File: config.mk
export PLATFORM = sky130hd
export DESIGN_NAME = mannix_job_dispatcher
export DESIGN_NICKNAME = d
export VERILOG_FILES = /design/src/rtl/mannix_disp_pkg.sv /design/src/rtl/mannix_sync_fifo.sv /design/src/rtl/mannix_job_dispatcher.sv
export SDC_FILE = /design/constraint.sdc
export NUM_CORES = 1
export LEC_CHECK = 0
export CAP_MARGIN = 20
export CELL_PAD_IN_SITES_DETAIL_PLACEMENT = 1
export CELL_PAD_IN_SITES_GLOBAL_PLACEMENT = 1
export CORE_ASPECT_RATIO = 0.7
export CORE_MARGIN = 2
export CORE_UTILIZATION = 54
export DETAILED_ROUTE_END_ITERATION = 10
export PLACE_DENSITY_LB_ADDON = 0.05
export SYNTH_ARGS = -nofsm -noshare
export SYNTH_HDL_FRONTEND = slang
export SYNTH_SLANG_ARGS = --single-unit
File: constraint.sdc
create_clock -name clk -period 12.17 [get_ports clk]
set_clock_uncertainty 0.1 [all_clocks]
set_input_delay 2.434 -clock clk [delete_from_list [all_inputs] [get_ports clk]]
set_output_delay 2.434 -clock clk [all_outputs]
set_load 0.01 [all_outputs]
File: src/rtl/mannix_disp_pkg.sv
`default_nettype none
// ============================================================================
// Module : mannix_disp_pkg
// Brief  : Shared job descriptor layout and engine ids for the job dispatcher.
// Rev    : 1.0
// ============================================================================
package mannix_disp_pkg;

  localparam int DISP_NUM_ENG = 3;
  localparam int DISP_ENG_W   = 2;
  localparam int DISP_TAG_W   = 8;
  localparam int DISP_ADDR_W  = 19;

  localparam int ENG_FCC  = 0;
  localparam int ENG_POOL = 1;
  localparam int ENG_CNN  = 2;

  // Descriptor layout for the default cluster configuration.
  typedef struct packed {
    logic [DISP_ENG_W-1:0]  eng;
    logic                   barrier;
    logic [DISP_TAG_W-1:0]  tag;
    logic [DISP_ADDR_W-1:0] addr_x;
    logic [DISP_ADDR_W-1:0] addr_y;
    logic [DISP_ADDR_W-1:0] addr_z;
  } job_t;

  function automatic int eng_id_width(input int n);
    return (n > 1) ? $clog2(n) : 1;
  endfunction

endpackage
`default_nettype wire

File: src/rtl/mannix_sync_fifo.sv
`default_nettype none
// ============================================================================
// Module : mannix_sync_fifo
// Brief  : Synchronous power-of-two FIFO with occupancy level, no bypass.
// Rev    : 1.0
// ============================================================================
module mannix_sync_fifo #(
  parameter int DATA_WIDTH = 8,
  parameter int DEPTH      = 8,
  localparam int PTR_W     = $clog2(DEPTH),
  localparam int LVL_W     = $clog2(DEPTH + 1)
) (
  input  logic                  clk,
  input  logic                  rst,
  input  logic                  push_i,
  input  logic [DATA_WIDTH-1:0] wdata_i,
  input  logic                  pop_i,
  output logic [DATA_WIDTH-1:0] rdata_o,
  output logic                  full_o,
  output logic                  empty_o,
  output logic [LVL_W-1:0]      level_o
);

  logic [DATA_WIDTH-1:0] mem_q [DEPTH];
  logic [PTR_W-1:0]      wr_ptr_q, wr_ptr_d;
  logic [PTR_W-1:0]      rd_ptr_q, rd_ptr_d;
  logic [LVL_W-1:0]      level_q, level_d;
  logic                  do_push, do_pop;

  assign full_o  = (level_q == LVL_W'(DEPTH));
  assign empty_o = (level_q == '0);
  assign level_o = level_q;
  assign rdata_o = mem_q[rd_ptr_q];

  assign do_push = push_i & ~full_o;
  assign do_pop  = pop_i & ~empty_o;

  always_comb begin
    wr_ptr_d = wr_ptr_q;
    rd_ptr_d = rd_ptr_q;
    if (do_push) wr_ptr_d = wr_ptr_q + PTR_W'(1);
    if (do_pop)  rd_ptr_d = rd_ptr_q + PTR_W'(1);
    level_d = level_q + LVL_W'(do_push) - LVL_W'(do_pop);
  end

  always_ff @(posedge clk) begin
    if (rst) begin
      wr_ptr_q <= '0;
      rd_ptr_q <= '0;
      level_q  <= '0;
    end else begin
      wr_ptr_q <= wr_ptr_d;
      rd_ptr_q <= rd_ptr_d;
      level_q  <= level_d;
    end
  end

  always_ff @(posedge clk) begin
    if (do_push) mem_q[wr_ptr_q] <= wdata_i;
  end

endmodule
`default_nettype wire

File: src/rtl/mannix_job_dispatcher.sv
`default_nettype none
// ============================================================================
// Module : mannix_job_dispatcher
// Brief  : In-order job queue launching onto NUM_ENGINES engines with barrier
//          support and a serialised tagged completion stream.
// Rev    : 1.0
// ============================================================================
module mannix_job_dispatcher
  import mannix_disp_pkg::*;
#(
  parameter int NUM_ENGINES = DISP_NUM_ENG,
  parameter int QUEUE_DEPTH = 8,
  parameter int ADDR_WIDTH  = DISP_ADDR_W,
  parameter int TAG_WIDTH   = DISP_TAG_W,
  parameter int ENG_W       = eng_id_width(NUM_ENGINES),
  localparam int LVL_W      = $clog2(QUEUE_DEPTH + 1)
) (
  input  logic                              clk,
  input  logic                              rst,
  input  logic                              sw_job_valid_i,
  output logic                              sw_job_ready_o,
  input  logic [ENG_W-1:0]                  sw_job_eng_i,
  input  logic                              sw_job_barrier_i,
  input  logic [TAG_WIDTH-1:0]              sw_job_tag_i,
  input  logic [ADDR_WIDTH-1:0]             sw_job_addr_x_i,
  input  logic [ADDR_WIDTH-1:0]             sw_job_addr_y_i,
  input  logic [ADDR_WIDTH-1:0]             sw_job_addr_z_i,
  output logic [NUM_ENGINES-1:0]            eng_go_o,
  output logic [NUM_ENGINES*ADDR_WIDTH-1:0] eng_addr_x_o,
  output logic [NUM_ENGINES*ADDR_WIDTH-1:0] eng_addr_y_o,
  output logic [NUM_ENGINES*ADDR_WIDTH-1:0] eng_addr_z_o,
  input  logic [NUM_ENGINES-1:0]            eng_done_i,
  output logic [NUM_ENGINES-1:0]            eng_busy_ind_o,
  output logic                              job_done_o,
  output logic [TAG_WIDTH-1:0]              job_done_tag_o,
  output logic [ENG_W-1:0]                  job_done_eng_o,
  output logic [LVL_W-1:0]                  queue_level_o,
  output logic                              all_idle_o,
  output logic                              err_bad_eng_o,
  output logic                              err_spurious_done_o
);

  typedef struct packed {
    logic [ENG_W-1:0]      eng;
    logic                  barrier;
    logic [TAG_WIDTH-1:0]  tag;
    logic [ADDR_WIDTH-1:0] addr_x;
    logic [ADDR_WIDTH-1:0] addr_y;
    logic [ADDR_WIDTH-1:0] addr_z;
  } entry_t;

  localparam int ENTRY_W = $bits(entry_t);

  entry_t                push_entry, head;
  logic                  fifo_full, fifo_empty;
  logic [LVL_W-1:0]      fifo_level, level_next;
  logic                  push_acc, pop, launch, head_bad;
  logic [NUM_ENGINES-1:0] head_sel, active;

  logic [NUM_ENGINES-1:0] busy_q, busy_d;
  logic [NUM_ENGINES-1:0] pend_q, pend_d;
  logic [NUM_ENGINES-1:0] go_q, go_d;
  logic [NUM_ENGINES-1:0] done_ok, done_bad;
  logic                   done_q;
  logic [TAG_WIDTH-1:0]   done_tag_q, done_tag_d;
  logic [ENG_W-1:0]       done_eng_q, done_eng_d;
  logic                   err_bad_q, err_spur_q;
  logic                   all_idle_q, all_idle_d;

  logic                   cpl_valid;
  logic [ENG_W-1:0]       cpl_idx;
  logic [TAG_WIDTH-1:0]   cpl_tag;
  logic [NUM_ENGINES-1:0] cpl_clr;

  logic [TAG_WIDTH-1:0]   tag_q    [NUM_ENGINES];
  logic [ADDR_WIDTH-1:0]  addr_x_q [NUM_ENGINES];
  logic [ADDR_WIDTH-1:0]  addr_y_q [NUM_ENGINES];
  logic [ADDR_WIDTH-1:0]  addr_z_q [NUM_ENGINES];

  assign push_entry = '{eng:     sw_job_eng_i,
                        barrier: sw_job_barrier_i,
                        tag:     sw_job_tag_i,
                        addr_x:  sw_job_addr_x_i,
                        addr_y:  sw_job_addr_y_i,
                        addr_z:  sw_job_addr_z_i};

  assign push_acc = sw_job_valid_i & ~fifo_full;

  mannix_sync_fifo #(
    .DATA_WIDTH (ENTRY_W),
    .DEPTH      (QUEUE_DEPTH)
  ) u_queue (
    .clk     (clk),
    .rst     (rst),
    .push_i  (push_acc),
    .wdata_i (push_entry),
    .pop_i   (pop),
    .rdata_o (head),
    .full_o  (fifo_full),
    .empty_o (fifo_empty),
    .level_o (fifo_level)
  );

  // An all-zero select means the head names an engine that does not exist.
  always_comb begin
    head_sel = '0;
    for (int i = 0; i < NUM_ENGINES; i++) begin
      head_sel[i] = (head.eng == ENG_W'(i));
    end
  end

  assign active   = busy_q | pend_q;
  assign head_bad = ~fifo_empty & ~(|head_sel);
  assign launch   = ~fifo_empty & (|head_sel) & ~(|(head_sel & active))
                  & (~head.barrier | ~(|active));
  assign pop      = head_bad | launch;

  // Lowest pending engine wins; the descending loop leaves it as the final pick.
  always_comb begin
    cpl_valid = 1'b0;
    cpl_idx   = '0;
    cpl_tag   = '0;
    cpl_clr   = '0;
    for (int i = NUM_ENGINES - 1; i >= 0; i--) begin
      if (pend_q[i]) begin
        cpl_valid  = 1'b1;
        cpl_idx    = ENG_W'(i);
        cpl_tag    = tag_q[i];
        cpl_clr    = '0;
        cpl_clr[i] = 1'b1;
      end
    end
  end

  always_comb begin
    done_ok    = eng_done_i & busy_q;
    done_bad   = eng_done_i & ~busy_q;
    go_d       = launch ? head_sel : '0;
    busy_d     = (busy_q & ~done_ok) | go_d;
    pend_d     = (pend_q & ~cpl_clr) | done_ok;
    done_tag_d = cpl_valid ? cpl_tag : done_tag_q;
    done_eng_d = cpl_valid ? cpl_idx : done_eng_q;
    level_next = fifo_level + LVL_W'(push_acc) - LVL_W'(pop);
    all_idle_d = (level_next == '0) & ~(|busy_d) & ~(|pend_d);
  end

  always_ff @(posedge clk) begin
    if (rst) begin
      busy_q     <= '0;
      pend_q     <= '0;
      go_q       <= '0;
      done_q     <= 1'b0;
      done_tag_q <= '0;
      done_eng_q <= '0;
      err_bad_q  <= 1'b0;
      err_spur_q <= 1'b0;
      all_idle_q <= 1'b1;
    end else begin
      busy_q     <= busy_d;
      pend_q     <= pend_d;
      go_q       <= go_d;
      done_q     <= cpl_valid;
      done_tag_q <= done_tag_d;
      done_eng_q <= done_eng_d;
      err_bad_q  <= err_bad_q | head_bad;
      err_spur_q <= err_spur_q | (|done_bad);
      all_idle_q <= all_idle_d;
    end
  end

  // Launch is gated on pend, so a tag is never overwritten before it is reported.
  always_ff @(posedge clk) begin
    if (rst) begin
      for (int i = 0; i < NUM_ENGINES; i++) begin
        tag_q[i]    <= '0;
        addr_x_q[i] <= '0;
        addr_y_q[i] <= '0;
        addr_z_q[i] <= '0;
      end
    end else begin
      for (int i = 0; i < NUM_ENGINES; i++) begin
        if (go_d[i]) begin
          tag_q[i]    <= head.tag;
          addr_x_q[i] <= head.addr_x;
          addr_y_q[i] <= head.addr_y;
          addr_z_q[i] <= head.addr_z;
        end
      end
    end
  end

  for (genvar g = 0; g < NUM_ENGINES; g++) begin : g_eng_out
    assign eng_addr_x_o[g*ADDR_WIDTH +: ADDR_WIDTH] = addr_x_q[g];
    assign eng_addr_y_o[g*ADDR_WIDTH +: ADDR_WIDTH] = addr_y_q[g];
    assign eng_addr_z_o[g*ADDR_WIDTH +: ADDR_WIDTH] = addr_z_q[g];
  end

  assign sw_job_ready_o      = ~fifo_full;
  assign eng_go_o            = go_q;
  assign eng_busy_ind_o      = busy_q;
  assign job_done_o          = done_q;
  assign job_done_tag_o      = done_tag_q;
  assign job_done_eng_o      = done_eng_q;
  assign queue_level_o       = fifo_level;
  assign all_idle_o          = all_idle_q;
  assign err_bad_eng_o       = err_bad_q;
  assign err_spurious_done_o = err_spur_q;

endmodule
`default_nettype wire

==> summary.md <==
| Metric | Value |
|---|---|
| Status | completed |
| Post-DRT Antenna Nets | 0 |
| Port Buffers | 269 |
| Period minus WS final | 5440 ps |
| CTS resizes | 0 |
| Min-Delay Path Class | reg -> reg |
| I/O Pins | between 200 and 300 |
| Wire per inst | about 26 µm |
| Data arrival time of the critical path | 5660 ps |
| Ys flop type | edfxtp_1 |
| Largest net degree at the start of global routing | 69 |
| Syn_area_per_cell | 22.1 µm² |
| Tcrit/Tclk final | 44.7% |
| # rows | 70 |
| DRC viols | 0 |
| Critical Path Source Type | primary input |
| Initial antenna violation count | 0 |
| Post-synth EDFFs | roughly 740 |
| Synthesis Warnings | 0 |
| Adder-cell share of the synthesized area | 0.630% |
| Main combinational cell family by area after synthesis | multiplexers |
| Maximum fanout along the worst path | 40 |
| Setup CP Type | in -> reg |
| Least-Margin Pin Slew | 1060 ps |
| Sink Count | 775 |
| DR vias/cell | 5.73 |
| Global-route wire length before repair | a little over 90000 µm |
| Post-synthesis mux area share | a little over an eighth |
| H-tree Lvls | 3 |
| Vias | 13400 |
| Setup TNS | 0 ps |
| Mapped cell area | 28200 µm² |
| Clock Path Buffers | 3 |
| XOR/XNOR Fraction of Synth Area | less than 1% |
| Post-Synth Simple-Gate Area | 2.40% |
| Post-CTS Setup Inserts | 0 |
| Max Freq | ~180 MHz |
| Commonest non-fill, non-tap cell in the layout | edfxtp_1 |
| DIE WIDTH | 277 µm |
| Die height | 195 µm |
| Post-synthesis sequential area ratio | 81.3% |
| Initial DRC count | 1148 |
| Maxcap violations | 0 |
| Layout cells sized above 1 | 17.0% |
| DP HPWL | 35100 µm |
| Initial Util | between 50% and 60% |
| GRT Util Overall | 23.2% |
| Most frequent cells in the layout | edfxtp_1, clkdlybuf4s50_1, mux4_2, nor2_1, clkbuf_16 |
| Number of buffers created by CTS | 73 |
| Pre-antenna DRT Iters | 5 |
| FF-to-FF path depth | 14 |
| Drt total wl | around 61000 µm |
| Worst rel slew slack | 29.4% |
| Die Area | 54100 µm² |
| GRT overflow | 0 |
| CTS clk-pin slew, worst paths | 60 ps |
| Async SR Flop Fraction | 0% |
| Max-slew violation count | 0 |
| Critical path endpoint category | flop |
| Power per cell area | 230 nW/µm² |
| Req. time, crit path | approximately 12000 ps |
| Clock Latency Late Sink | roughly 610 ps |
| Root buffer cell | clkbuf_16 |
| Synth Area in Compound Gates | 1.05% |
| Fin. Hold Viols | 0 |
| WHS Path Cells | 2 |
| RSZ-0062 raised after global routing | no |
| Syn nets | ~1400 |
| Number of global-route vias before repair | 14400 |
| Layout Cells excl Fill | 2333 |
| # placed instances | 2193 |
| Final nets | between 1500 and 2000 |
| Routability-driven placement congestion ratio | 0.722 |
| Distinct cell type count after synthesis | 41 |
| Count of hold-fix buffers inserted at cts | 0 |
| Area grow syn2layout | 21.3% |
| #FFs+latches synth | 775 |
| Maximum vdd drop | 0.141 mV |
| Mapped Cells | about 1300 |
| Static leakage power | between 0.01 and 0.015 µW |
| Endpoints failing setup | 0 |
| Core area | a little over 50000 µm² |
| TritonCTS clock tree | built |
-- stage by stage --
stage	power (µW)	hold WS (ps)	util [%]	worst slack, ps	cell area (µm²)
6_report	7870	406	65.9	6730	34200
5_1_grt	8220	439	65.9	6400	34200
4_1_cts	7950	410	65.6	6750	34000
3_5_place_dp	5760	395	61.2	6120	31700
3_3_place_gp	5700	383	61.1	6200	31700
2_1_floorplan	4770	361	-	3950	28200
-- worst max-delay path, cell delays in order --
cell and delay [ps]:
clkdlybuf4s50_1 1150, inv_1 640, o211ai_4 570, buf_4 580, nor2_1 180
-- report_power, final --
part | internal [µW] | total (µW) | switching (µW)
Clock | 1220 | 2170 | 956
Sequential | 3490 | 3670 | 180
Combinational | 1010 | 2030 | 1030
-- flip-flops by register name (all words and copies together) (netlist names), named ones only --
register / cells
u_queue.level_o: 4
eng_go_o: 3
err_bad_eng_o: 1
addr_x_q: 57
job_done_eng_o: 2
addr_y_q: 57
job_done_o: 1
err_spurious_done_o: 1
job_done_tag_o: 8
eng_busy_ind_o: 3
all_idle_o: 1
tag_q: 24
addr_z_q: 57
u_queue.mem_q: 544
u_queue.wr_ptr_q: 3
u_queue.rd_ptr_q: 3
pend_q: 3
-- area by class of cell --
| class | instances | area (µm²) |
|---|---|---|
| Tap cell | 684 | 856 |
| Clock inverter | 43 | 308 |
| Inverter | 14 | 52.6 |
| Multi-Input combinational cell | 433 | 5050 |
| Clock buffer | 90 | 1960 |
| Timing Repair Buffer | 293 | 3010 |
| Fill cell | 4206 | 17700 |
| Sequential cell | 775 | 22900 |
| Antenna cell | 1 | 2.50 |
-- Yosys cell counts (2+ instances only) --
library cell	n	area share, %
a21o_1	2	0.053
a21oi_1	20	0.36
and3_1	3	0.067
buf_1	6	0.080
buf_2	11	0.20
buf_4	8	0.21
clkbuf_1	27	0.36
dfxtp_1	36	2.6
edfxtp_1	739	79
fa_1	2	0.14
ha_1	11	0.49
inv_1	13	0.17
mux2i_1	73	2.6
mux4_2	134	11
nand2_1	15	0.20
nand2b_1	10	0.22
nand3_1	5	0.089
nand3b_1	2	0.053
nor2_1	108	1.4
nor2b_1	4	0.089
nor3_1	6	0.11
nor3b_1	2	0.053
o21ai_0	10	0.18
o22ai_1	8	0.18
xnor2_1	2	0.062
xor2_1	3	0.093
-- per-layer routing --
layer	track usage [%]	share of wire (%)	up-vias	wire length, µm
met1	34.0	45	7078	27600
met3	4.59	5.1	82	3150
met5	0	0	-	0
met2	36.6	48	393	29400
li1	-	-	5813	-
met4	5.60	1.7	0	1010
-- kinds of logic after synthesis --
| family | count (synthesis) |
|---|---|
| flip-flops | 775 |
| multiplexers | 209 |
| AND/OR/NAND/NOR | 158 |
| buffers and inverters | 67 |
| AO/OA/AOI/OAI | 48 |
| adder cells (fa/ha/maj) | 13 |
| XOR/XNOR | 5 |
-- worst paths after layout --
check,slack (ps),start,end
max,6730,rst,addr_y_q[0][40]
min,410,u_queue.rd_ptr_q[1],flop
max reg2reg,7180,flop,all_idle_o
min reg2reg,410,u_queue.rd_ptr_q[1],flop
Note: power is estimated with default switching activity, not from simulation.
==> edit, RTL diff (same settings) <==
`DISP_NUM_ENG`: 3 -> 2.
--- a/src/rtl/mannix_disp_pkg.sv
+++ b/src/rtl/mannix_disp_pkg.sv
@@ -7,5 +7,5 @@
 package mannix_disp_pkg;
 
-  localparam int DISP_NUM_ENG = 3;
+  localparam int DISP_NUM_ENG = 2;
   localparam int DISP_ENG_W   = 2;
   localparam int DISP_TAG_W   = 8;
Interface: changed (8 resized); port bits go from 270 to 208. No check against the original RTL was run, so the function may have changed too.
==> edit against the unedited design <==
Worst hold slack worse by 26 ps; critical path type unchanged; non-clock buffer count is 68 lower; core utilization is 1.3 points lower; largest cell class unchanged; power is 14% lower; routed wire length is 12% lower; die area is 7.9% lower; area after synthesis is 8.0% lower; sequential cell count is 78 lower; worst setup slack better by 400 ps; final area is 10% lower; global-route usage is 1.0 points lower; maximum frequency is 7.9% higher.
==> edit: results (changes against the unedited design) <==
| Metric | Value |
|---|---|
| Outcome | `finished clean` |
| Internal Power | `4.92 mW (-14%)` |
| Met2 wire length | `26000 um (-12%)` |
| Largest register FFs | `536 (-1.5%)` |
| Worst Max-Slew Pin Slew | `1060 ps (+3.96 ps)` |
| Final HPWL DP | `30500 um (-13%)` |
| Largest net degree at the start of global routing | `105 (+52%)` |
| GRT Overall Usage | `22.1% (-1.0 points)` |
| EDFF count, synth | `666 (-9.9%)` |
| Post-DP Area | `0.0287 mm^2 (-9.5%)` |
| Post-layout net count | `1482 (-12%)` |
| Ranking of synthesized cells by area | `edfxtp_1 77%, mux4_2 12%, mux2i_1 3.0%, dfxtp_1 2.4%, nor2_4 1.3%` |
| CTS buffer count | `66 (-9.6%)` |
| Dpl cells | `1950 (-11%)` |
| Synth Area in Compound Gates | `0.526% (-0.53 points)` |
| P_clk | `1.94 mW (-11%)` |
| Pleak | `9.74 nW (-12%)` |
| Layout Cells excl Fill | `2067 (-11%)` |
| DR WL met3 | `2730 um (-13%)` |
| First-pass GRT wire length | `81000 um (-12%)` |
| Comb pwr | `1.61 mW (-21%)` |
| Layout cells sized above 1 | `19.6% (+2.6 points)` |
| Worst slack, placed | `6520 ps (+406 ps)` |
| Iteration-0 DRC count of the detailed router | `930 (-19%)` |
| Post-Synth Adder-Cell Area | `0.685% (+0.055 points)` |
| Syn nets | `1243 (-8.7%)` |
| Net Sw Frac | `27.0% (-0.47 points)` |
| I/O Buffers | `206 (-23%)` |
| Unique masters post-synth | `43 (+4.9%)` |
| Vias in the first global route | `12865 (-10%)` |
| M1 WL | `24200 um (-12%)` |
| Met3 GRT Util | `4.29% (-0.30 points)` |
| Synth Area in XOR/XNOR | `0.203% (+0.047 points)` |
| Maximum VDD drop | `0.137 mV (-2.8%)` |
edit: layout make-up:
cell class                      instances  area [um^2]
Sequential cell                       697        20600
Antenna cell                            1         2.50
Multi-Input combinational cell        392         5050
Timing Repair Buffer                  225         2220
Inverter                               15         56.3
Tap cell                              621          777
Fill cell                            3882        16900
Clock inverter                         35          233
Clock buffer                           81         1770
edit: worst max-delay path, cell delays in order:
cell and delay, ps:
clkdlybuf4s50_1 460, and2_1 340, nand2b_1 320, nor2_4 690, buf_4 810
edit: final timing paths:
check / cells after the start / to / from / slack (ps)
worst max register to register: 7 / addr_z_q[0][25]$_DFFE_PP_ / register / 7670
worst min register to register: 2 / pend_q[0]$_SDFF_PP0_ / eng_busy_ind_o[0]$_SDFF_PP0_ / 380
worst min-delay path: 2 / pend_q[0]$_SDFF_PP0_ / eng_busy_ind_o[0]$_SDFF_PP0_ / 380
worst max-delay path: 5 / u_queue.mem_q[6][5]$_DFFE_PP_ / sw_job_valid_i / 7130
